### config.mk
export PLATFORM = sky130hd
export DESIGN_NAME = sram_access_arbiter_flat
export DESIGN_NICKNAME = d
export VERILOG_FILES = /design/src/rtl/sram_access_arbiter_if.sv /design/src/rtl/sram_access_arbiter.sv /design/src/flat_wrapper.sv
export SDC_FILE = /design/constraint.sdc
export NUM_CORES = 1
export LEC_CHECK = 0
export CAP_MARGIN = 20
export CORE_MARGIN = 2
export CORE_UTILIZATION = 31
export CTS_CLUSTER_SIZE = 20
export DETAILED_ROUTE_END_ITERATION = 7
export GPL_ROUTABILITY_DRIVEN = 1
export GPL_TIMING_DRIVEN = 0
export PLACE_DENSITY = 0.9
export SYNTH_ARGS = -nofsm -noshare
export SYNTH_HDL_FRONTEND = slang
export SYNTH_SLANG_ARGS = --single-unit
### constraint.sdc
create_clock -name Clock -period 2.1 [get_ports Clock]
set_clock_uncertainty 0.1 [all_clocks]
set_input_delay 0.42 -clock Clock [delete_from_list [all_inputs] [get_ports Clock]]
set_output_delay 0.42 -clock Clock [all_outputs]
set_load 0.05 [all_outputs]
### src/rtl/sram_access_arbiter_if.sv
// Client-side bus of the SRAM arbiter: request, address, write data and
// write enable from the client; grant and read-valid back from the arbiter.
interface sram_access_arbiter_if;
  logic        req;
  logic [17:0] address;
  logic [15:0] write_data;
  logic        we_n;
  logic        gnt;
  logic        read_valid;

  modport master (
    output req,
    output address,
    output write_data,
    output we_n,
    input  gnt,
    input  read_valid
  );

  modport slave (
    input  req,
    input  address,
    input  write_data,
    input  we_n,
    output gnt,
    output read_valid
  );
endinterface

### src/rtl/sram_access_arbiter.sv
// Shares the external SRAM port between clients A and B (round-robin with
// bounded bursts) and the BIST engine, which takes over on a bist_run edge.
module sram_access_arbiter #(
  parameter int READ_LATENCY = 2,
  parameter int MAX_BURST    = 8
) (
  input  logic                  Clock,
  input  logic                  Resetn,
  input  logic                  bist_run,
  sram_access_arbiter_if.slave  client_a,
  sram_access_arbiter_if.slave  client_b,
  output logic [15:0]           rd_data,
  output logic                  BIST_start,
  input  logic [17:0]           BIST_address,
  input  logic [15:0]           BIST_write_data,
  input  logic                  BIST_we_n,
  input  logic                  BIST_finish,
  input  logic                  BIST_mismatch,
  output logic [17:0]           SRAM_address,
  output logic [15:0]           SRAM_write_data,
  output logic                  SRAM_we_n,
  input  logic [15:0]           SRAM_read_data,
  output logic                  bist_busy,
  output logic                  bist_done,
  output logic                  bist_fail
);

  localparam int CNT_W   = (MAX_BURST > 1) ? $clog2(MAX_BURST) : 1;
  localparam int PHASE_W = $clog2(READ_LATENCY + 3);

  typedef enum logic [2:0] {
    S_IDLE,
    S_GNT_A,
    S_GNT_B,
    S_BIST_DRAIN,
    S_BIST_START,
    S_BIST_WAIT
  } state_t;

  state_t               state;
  logic                 a_gnt;
  logic                 b_gnt;
  logic                 rr_ptr_b;
  logic [CNT_W-1:0]     burst_cnt;
  logic [PHASE_W-1:0]   phase_cnt;
  logic                 bist_pending;
  logic                 bist_run_q;
  logic [READ_LATENCY-1:0] tag_a;
  logic [READ_LATENCY-1:0] tag_b;

  logic bist_rise;
  logic burst_last;
  logic a_release;
  logic b_release;
  logic issue_a;
  logic issue_b;
  logic bist_owns_port;

  assign bist_rise  = bist_run & ~bist_run_q;
  assign burst_last = (burst_cnt == CNT_W'(MAX_BURST - 1));
  assign a_release  = ~client_a.req | bist_pending | (burst_last & client_b.req);
  assign b_release  = ~client_b.req | bist_pending | (burst_last & client_a.req);

  assign issue_a = a_gnt & client_a.req & client_a.we_n;
  assign issue_b = b_gnt & client_b.req & client_b.we_n;

  assign bist_owns_port = (state == S_BIST_DRAIN) || (state == S_BIST_START) ||
                          (state == S_BIST_WAIT);

  assign client_a.gnt        = a_gnt;
  assign client_b.gnt        = b_gnt;
  assign client_a.read_valid = tag_a[READ_LATENCY-1];
  assign client_b.read_valid = tag_b[READ_LATENCY-1];
  assign rd_data             = SRAM_read_data;

  // Port owner selects who drives the SRAM pins; an unowned port is parked as a read of address 0.
  always_comb begin
    SRAM_address    = 18'd0;
    SRAM_write_data = 16'd0;
    SRAM_we_n       = 1'b1;
    if (a_gnt) begin
      SRAM_address    = client_a.address;
      SRAM_write_data = client_a.write_data;
      SRAM_we_n       = client_a.we_n;
    end else if (b_gnt) begin
      SRAM_address    = client_b.address;
      SRAM_write_data = client_b.write_data;
      SRAM_we_n       = client_b.we_n;
    end else if (bist_owns_port) begin
      SRAM_address    = BIST_address;
      SRAM_write_data = BIST_write_data;
      SRAM_we_n       = BIST_we_n;
    end
  end

  // Each issued read carries its owner tag down the pipe so read_valid lines up with the data.
  always_ff @(posedge Clock or negedge Resetn) begin
    if (!Resetn) begin
      tag_a <= '0;
      tag_b <= '0;
    end else begin
      tag_a[0] <= issue_a;
      tag_b[0] <= issue_b;
      for (int i = 1; i < READ_LATENCY; i++) begin
        tag_a[i] <= tag_a[i-1];
        tag_b[i] <= tag_b[i-1];
      end
    end
  end

  always_ff @(posedge Clock or negedge Resetn) begin
    if (!Resetn) begin
      state        <= S_IDLE;
      a_gnt        <= 1'b0;
      b_gnt        <= 1'b0;
      rr_ptr_b     <= 1'b0;
      burst_cnt    <= '0;
      phase_cnt    <= '0;
      bist_pending <= 1'b0;
      bist_run_q   <= 1'b0;
      BIST_start   <= 1'b0;
      bist_busy    <= 1'b0;
      bist_done    <= 1'b0;
      bist_fail    <= 1'b0;
    end else begin
      bist_run_q <= bist_run;
      if (bist_rise && !bist_busy) begin
        bist_pending <= 1'b1;
      end

      case (state)
        S_IDLE: begin
          if (bist_pending) begin
            state        <= S_BIST_DRAIN;
            bist_pending <= 1'b0;
            bist_busy    <= 1'b1;
            bist_done    <= 1'b0;
            bist_fail    <= 1'b0;
            phase_cnt    <= '0;
          end else if (client_a.req && (!client_b.req || !rr_ptr_b)) begin
            state     <= S_GNT_A;
            a_gnt     <= 1'b1;
            burst_cnt <= '0;
          end else if (client_b.req) begin
            state     <= S_GNT_B;
            b_gnt     <= 1'b1;
            burst_cnt <= '0;
          end
        end

        S_GNT_A: begin
          if (!burst_last) begin
            burst_cnt <= burst_cnt + 1'b1;
          end
          if (a_release) begin
            state    <= S_IDLE;
            a_gnt    <= 1'b0;
            rr_ptr_b <= 1'b1;
          end
        end

        S_GNT_B: begin
          if (!burst_last) begin
            burst_cnt <= burst_cnt + 1'b1;
          end
          if (b_release) begin
            state    <= S_IDLE;
            b_gnt    <= 1'b0;
            rr_ptr_b <= 1'b0;
          end
        end

        // Let reads issued just before the handover retire before the engine starts.
        S_BIST_DRAIN: begin
          if (phase_cnt == PHASE_W'(READ_LATENCY - 1)) begin
            state      <= S_BIST_START;
            BIST_start <= 1'b1;
            phase_cnt  <= '0;
          end else begin
            phase_cnt <= phase_cnt + 1'b1;
          end
        end

        S_BIST_START: begin
          if (phase_cnt == PHASE_W'(1)) begin
            state      <= S_BIST_WAIT;
            BIST_start <= 1'b0;
            phase_cnt  <= '0;
          end else begin
            phase_cnt <= phase_cnt + 1'b1;
          end
        end

        // BIST_finish still shows the engine's old idle level right after start, so skip two cycles.
        S_BIST_WAIT: begin
          if (phase_cnt != PHASE_W'(2)) begin
            phase_cnt <= phase_cnt + 1'b1;
          end else if (BIST_finish) begin
            state     <= S_IDLE;
            bist_busy <= 1'b0;
            bist_done <= 1'b1;
            bist_fail <= BIST_mismatch;
          end
        end

        default: begin
          state <= S_IDLE;
        end
      endcase
    end
  end

endmodule

### src/flat_wrapper.sv
// flat-port wrapper written by rule: the top's interface ports become plain ports
module sram_access_arbiter_flat 
#(
  parameter int READ_LATENCY = 2,
  parameter int MAX_BURST    = 8
)
  (Clock, Resetn, bist_run, rd_data, BIST_start, BIST_address, BIST_write_data, BIST_we_n, BIST_finish, BIST_mismatch, SRAM_address, SRAM_write_data, SRAM_we_n, SRAM_read_data, bist_busy, bist_done, bist_fail, client_a_req, client_a_address, client_a_write_data, client_a_we_n, client_a_gnt, client_a_read_valid, client_b_req, client_b_address, client_b_write_data, client_b_we_n, client_b_gnt, client_b_read_valid);
  sram_access_arbiter_if client_a_i ();
  sram_access_arbiter_if client_b_i ();
  input  logic Clock;
  input  logic Resetn;
  input  logic bist_run;
  output logic [15:0] rd_data;
  output logic BIST_start;
  input  logic [17:0] BIST_address;
  input  logic [15:0] BIST_write_data;
  input  logic BIST_we_n;
  input  logic BIST_finish;
  input  logic BIST_mismatch;
  output logic [17:0] SRAM_address;
  output logic [15:0] SRAM_write_data;
  output logic SRAM_we_n;
  input  logic [15:0] SRAM_read_data;
  output logic bist_busy;
  output logic bist_done;
  output logic bist_fail;
  input wire logic [$bits(client_a_i.req)-1:0] client_a_req;
  input wire logic [$bits(client_a_i.address)-1:0] client_a_address;
  input wire logic [$bits(client_a_i.write_data)-1:0] client_a_write_data;
  input wire logic [$bits(client_a_i.we_n)-1:0] client_a_we_n;
  output wire logic [$bits(client_a_i.gnt)-1:0] client_a_gnt;
  output wire logic [$bits(client_a_i.read_valid)-1:0] client_a_read_valid;
  input wire logic [$bits(client_b_i.req)-1:0] client_b_req;
  input wire logic [$bits(client_b_i.address)-1:0] client_b_address;
  input wire logic [$bits(client_b_i.write_data)-1:0] client_b_write_data;
  input wire logic [$bits(client_b_i.we_n)-1:0] client_b_we_n;
  output wire logic [$bits(client_b_i.gnt)-1:0] client_b_gnt;
  output wire logic [$bits(client_b_i.read_valid)-1:0] client_b_read_valid;
  assign client_a_i.req = client_a_req;
  assign client_a_i.address = client_a_address;
  assign client_a_i.write_data = client_a_write_data;
  assign client_a_i.we_n = client_a_we_n;
  assign client_a_gnt = client_a_i.gnt;
  assign client_a_read_valid = client_a_i.read_valid;
  assign client_b_i.req = client_b_req;
  assign client_b_i.address = client_b_address;
  assign client_b_i.write_data = client_b_write_data;
  assign client_b_i.we_n = client_b_we_n;
  assign client_b_gnt = client_b_i.gnt;
  assign client_b_read_valid = client_b_i.read_valid;
  sram_access_arbiter #(.READ_LATENCY(READ_LATENCY), .MAX_BURST(MAX_BURST)) u_core (.Clock(Clock), .Resetn(Resetn), .bist_run(bist_run), .client_a(client_a_i), .client_b(client_b_i), .rd_data(rd_data), .BIST_start(BIST_start), .BIST_address(BIST_address), .BIST_write_data(BIST_write_data), .BIST_we_n(BIST_we_n), .BIST_finish(BIST_finish), .BIST_mismatch(BIST_mismatch), .SRAM_address(SRAM_address), .SRAM_write_data(SRAM_write_data), .SRAM_we_n(SRAM_we_n), .SRAM_read_data(SRAM_read_data), .bist_busy(bist_busy), .bist_done(bist_done), .bist_fail(bist_fail));
endmodule
Yosys cells after proc, flatten, opt, wreduce, memory -nomap -nowiden
Index checks and enable logic that the tools add are counted.

operators by class
  $add $sub $neg = 2
  equality and inequality tests = 23
  muxes and demuxes = 56
  bitwise logic cells = 14
  reductions and logical operators = 26

operator list
  operator               number
  $mux W18               3
  $mux W16               3
  $mux W3                16
  $mux W1                24
  $ne A2 B2 Y1 const B   9
  $pmux W3 S6            1
  $pmux W1 S2            7
  $reduce_and A4 Y1      3
  $reduce_bool A2 Y1     6
  $eq A3 B3 Y1 const B   3
  $pmux W3 S3            1
  $reduce_and A3 Y1      3
  $ne A2 B1 Y1 const B   4
  $and A1 B1 Y1          7
  $reduce_and A7 Y1      1
  $add A3 B1 Y3 const B  2
  $eq A3 B1 Y1 const B   2
  $eq A3 B2 Y1 const B   2
  $ne A3 B2 Y1 const B   2
  $pmux W3 S2            1
  $reduce_and A5 Y1      1
  $ne A4 B2 Y1 const B   1
  $or A1 B1 Y1           4
  $reduce_or A2 Y1       2
  6 further kinds        13

storage, ports and cells
  bits in registers = 22
  bits of input ports = 128
  output and inout port bits = 59

Logic depth before layout (Yosys ltp)
  depth in word-level cells = 6
  mapped depth = 7
  mapped depth without buffers = 7

Least setup slack after synthesis
Ideal clock, no wire load.

  kind = register to output
  start = reg u_core.state[1]
  end = out SRAM_address[17]
  data arrival time = 2152 ps
  slack = -572 ps
  cell stages (with the launch flop) = 5
  path buffers = 0
  cells stage by stage = dfrtp_1 -> or2b_4 -> a21oi_4 -> a22oi_1 -> o21ai_0

between the ends
  word-level cells in the longest chain between the ends = 6

RTL lines
  item                                          line                        RTL
  from (decl)                                   sram_access_arbiter.sv:40   state_t state;
  from (signal assigned)                        sram_access_arbiter.sv:113  state <= S_IDLE;
  from (signal assigned)                        sram_access_arbiter.sv:134  state <= S_BIST_DRAIN;
  from (signal assigned)                        sram_access_arbiter.sv:141  state <= S_GNT_A;
  $eq A3 B2 Y1 or $eq A3 B3 Y1 (tied branches)  sram_access_arbiter.sv:67   assign bist_owns_port = (state == S_BIST_DRAIN) || (state == S_BIST_START) ||
  $logic_or A1 B1 Y1                            sram_access_arbiter.sv:67
  $logic_or A1 B1 Y1 *                          sram_access_arbiter.sv:67
  $mux W18 *                                    sram_access_arbiter.sv:89   end else if (bist_owns_port) begin
  $mux W18 *                                    sram_access_arbiter.sv:85   end else if (b_gnt) begin
  $mux W18 *                                    sram_access_arbiter.sv:81   if (a_gnt) begin
  to (decl)                                     flat_wrapper.sv:20          output logic [17:0] SRAM_address;

Every way passes the cells marked *; elsewhere a longest branch is shown, timed or not.

Worst setup path after layout
  start = reg u_core.state[2]
  end = out SRAM_write_data[7]

between the ends
  word-level cells in the longest chain between the ends = 6

RTL lines
  item                                          line                       RTL
  $eq A3 B2 Y1 or $eq A3 B3 Y1 (tied branches)  sram_access_arbiter.sv:67
  $logic_or A1 B1 Y1                            sram_access_arbiter.sv:67
  $logic_or A1 B1 Y1 *                          sram_access_arbiter.sv:67
  $mux W16 *                                    sram_access_arbiter.sv:89
  $mux W16 *                                    sram_access_arbiter.sv:85
  $mux W16 *                                    sram_access_arbiter.sv:81
  to (decl)                                     flat_wrapper.sv:21         output logic [15:0] SRAM_write_data;

Marked as above.

==> qor.csv <==
metric,value,unit
status,finished with violations,
failing checks,setup timing,
critical path startpoint category,flip-flop,
hold endpoint,u_core.tag_a[1]$_DFF_PN0_,
Port Buffer Count,170,
critical path's slowest cell,dfrtp_1,
CTS tree,yes,
die boundary height,83.50,um
fin area,4523,um2
Critical Path Fanout Max,10,
HP Start,u_core.tag_a[0]$_DFF_PN0_,
# rows,28,
RSZ-0062 raised after global routing,yes,
share of cells above drive strength 1,34.53,%
CP top delay family,buffers and inverters,
Core Footprint,6026,um2
Final Hold Vio Count,0,
Ys Warns,0,
initial core utilization,32.52,%
WP data required,1.58,ns
most frequent cells in the layout,"clkdlybuf4s50_1 (135), nand2_1 (48), buf_6 (31)",
Setup-failing EPs final,35,
DP Wirelength,7758,um
Layout area overhead,130.8,%
initial DRC count,88,
fin crit share,113.4,%
R2R depth,6,
total of max-cap violations,0,
Synth Instances,259,
fmax,420.0,MHz
Clock Latency Late Sink,0.27,ns
hold path cells,0,
Max Root-Sink Buffers,2,
first-pass GRT wire length,14800,um
CP max stage delay,0.39,ns
post-layout min period,2.381,ns
critical path class,flip-flop to output pin,
"top cells by area, synth","dfrtp_1 (28%), a22oi_1 (13%), nand2_1 (9.2%), o21ai_1 (7.9%), buf_4 (6.9%)",
DR vias/cell,5.214,
NumNets Final,580,
P_leak,1.837,nW
Inst Count DP,504,
Wirelength per Cell,18.65,um
Buf/Inv on CP,3,
Reg-to-Reg Start,u_core.state[2]$_DFFE_PN0P_,
Pwr Total,0.005996,W
hold_buf cts,0,
Synth Flop Type,dfrtp_1,
antenna violations before repair,2,
Vias,2727,
Post-synth EDFFs,0,
"Clk pin slew, worst setup/hold paths",0.08,ns
reg2reg end,u_core.state[0]$_DFFE_PN0P_,
Hold WS,0.2699,ns
Clk Tree Root Cell,clkbuf_8,
Layout Cells excl Fill,523,
reg-to-reg setup timing slack,0.27,ns
CTS buffer count,3,
vias in the first global route,2812,
critical path arrival,1.86,ns
"commonest non-fill, non-tap cell in the layout",clkdlybuf4s50_1,
worst setup margin,-0.2809,ns
DRC errors left,0,
Rel. slew slack,35.93,%
"most used cell, CP",buf_12,
Synth Net Count,392,
Final Max Slew Viols,0,
"Remaining Overflow, GRT",0,
pin count of the biggest net entering global routing,23,
GPL Wtd Cong,0.9097,
utilization after layout,75.06,%
peak supply drop,0.9529,mV
synth unique cells,46,
Die ar.,6972,um2
Mapped Avg Cell Area,7.565,um2
H-tree depth,1,
"FFs w/ async S/R, synth",100.0,%
Tot GR Track Use,26.68,%
Final ANT Viol Nets,0,
#FFs+latches synth,22,
"Seq/Total Area, Yosys",28.10,%
crit path cell chain,and2b_2 -> nand2_4 -> a21oi_4 -> buf_12 -> buf_12 -> a22oi_1 -> o21ai_4 -> buf_6,
top-area cell type share of the netlist area,28.10,%
Routed WL,9752,um
DRT Pass-1 Iters,5,
IO Count,187,
pwr/cell area,1326,nW/um2
critical path endpoint category,output pin,
Post-DP Area,4116,um2
Die X,83.50,um
CTS Sinks,22,
cell taking the most area after synthesis,dfrtp_1,
Synth Cell Area,1959,um2
slew at the pin closest to its max-slew limit,0.9581,ns
Hold Crit Class,flip-flop to flip-flop,
==> where the power goes <==
group          internal [W]  switching [W]  total [W]
Clock              0.000167       0.000139   0.000306
Sequential         0.000559       0.000106   0.000665
Combinational       0.00192        0.00310    0.00502
==> worst reg2reg max path: cells and delay by family (launching register included) <==
| kind | cells | cell delay, ns |
|---|---|---|
| AOI/OAI and AO/OA | 2 | 0.35 |
| buffers and inverters | 2 | 0.30 |
| DFF | 1 | 0.39 |
| and+or+nand+nor | 1 | 0.39 |
| muxes | 1 | 0.21 |
==> cell type report <==
class                      instances  area, um2
inverter                          10      37.54
sequential                        22      554.3
timing repair buffer             183       1878
multi-input combinational        193       1639
antenna                            2      5.005
clock buffer                       4      55.05
fill                             407       1503
buffer                            34      260.3
tap                               75      93.84
==> routing by layer <==
layer  global-route usage, %  wire length [um]  vias to the layer above
li1                        -                 -                     1298
met1                   29.37              3484                     1278
met2                   49.41              5164                      125
met3                   5.638               631                       26
met4                   11.14               471                        0
met5                       0                 0                        -
==> cells by family (layout without fill, tap and decap cells) <==
| logic type | Yosys count | in the layout | synth area share (%) |
|---|---|---|---|
| compound gates | 104 | 104 | 35.12 |
| xor+xnor | 1 | 1 | 0.4471 |
| fa+ha+maj | 5 | 5 | 3.193 |
| buf+inv | 44 | 231 | 13.35 |
| flops | 22 | 22 | 28.10 |
| mux | 3 | 3 | 1.596 |
| other cells | 0 | 2 | 0 |
| simple gates | 80 | 80 | 18.20 |
==> what timing repair did <==
item,4_1_cts,5_1_grt
pin swaps,10,12
resized for setup,274,16
setup buffers,9,3
setup endpoints to repair,35,35
gates cloned,1,0
==> cell usage after synthesis, drive strengths merged, types with 2 or more instances <==
cell,n
a21o,2
a21oi,7
a22o,2
a22oi,35
and3,3
buf,26
clkbuf,8
dfrtp,22
ha,5
inv,10
mux2i,2
nand2,49
nand2b,3
nand3,2
nand3b,2
nor2,10
nor3,5
o21ai,41
o22ai,2
o2bb2ai,2
==> sequential cells by signal (all words and copies together), names as in the netlist <==
| signal | count |
|---|---|
| u_core.bist_pending | 1 |
| u_core.bist_run_q | 1 |
| u_core.bist_done | 1 |
| u_core.BIST_start | 1 |
| u_core.rr_ptr_b | 1 |
| u_core.tag_b | 2 |
| u_core.client_b.gnt | 1 |
| u_core.tag_a | 2 |
| u_core.client_a.gnt | 1 |
| u_core.state | 3 |
| u_core.phase_cnt | 3 |
| u_core.bist_busy | 1 |
| u_core.burst_cnt | 3 |
| u_core.bist_fail | 1 |
==> how the worst max path moves through the flow <==
| stage | start | end | slack [ns] | depth (start not counted) |
|---|---|---|---|---|
| 5_1_grt | u_core.state[2]$_DFFE_PN0P_ | SRAM_write_data[7] | -0.37 | 8 |
| 4_1_cts | u_core.state[2]$_DFFE_PN0P_ | SRAM_address[7] | -0.27 | 8 |
| 6_report | u_core.state[2]$_DFFE_PN0P_ | SRAM_write_data[7] | -0.28 | 8 |
| 3_5_place_dp | u_core.state[1]$_DFFE_PN0P_ | SRAM_address[7] | -0.78 | 6 |
| 3_3_place_gp | u_core.state[1]$_DFFE_PN0P_ | SRAM_address[1] | -0.75 | 6 |
| 2_1_floorplan | u_core.client_a.gnt$_DFFE_PN0P_ | SRAM_address[17] | 0.04 | 3 |
==> stage by stage <==
stage | worst slack (ns) | setup TNS, ns
detailed placement | -0.7789 | -25.37
global placement | -0.7539 | -24.27
finish | -0.2809 | -8.356
global route | -0.3704 | -10.71
CTS | -0.2726 | -8.448
floorplan | 0.03738 | 0
(Power assumes the default switching activity.)
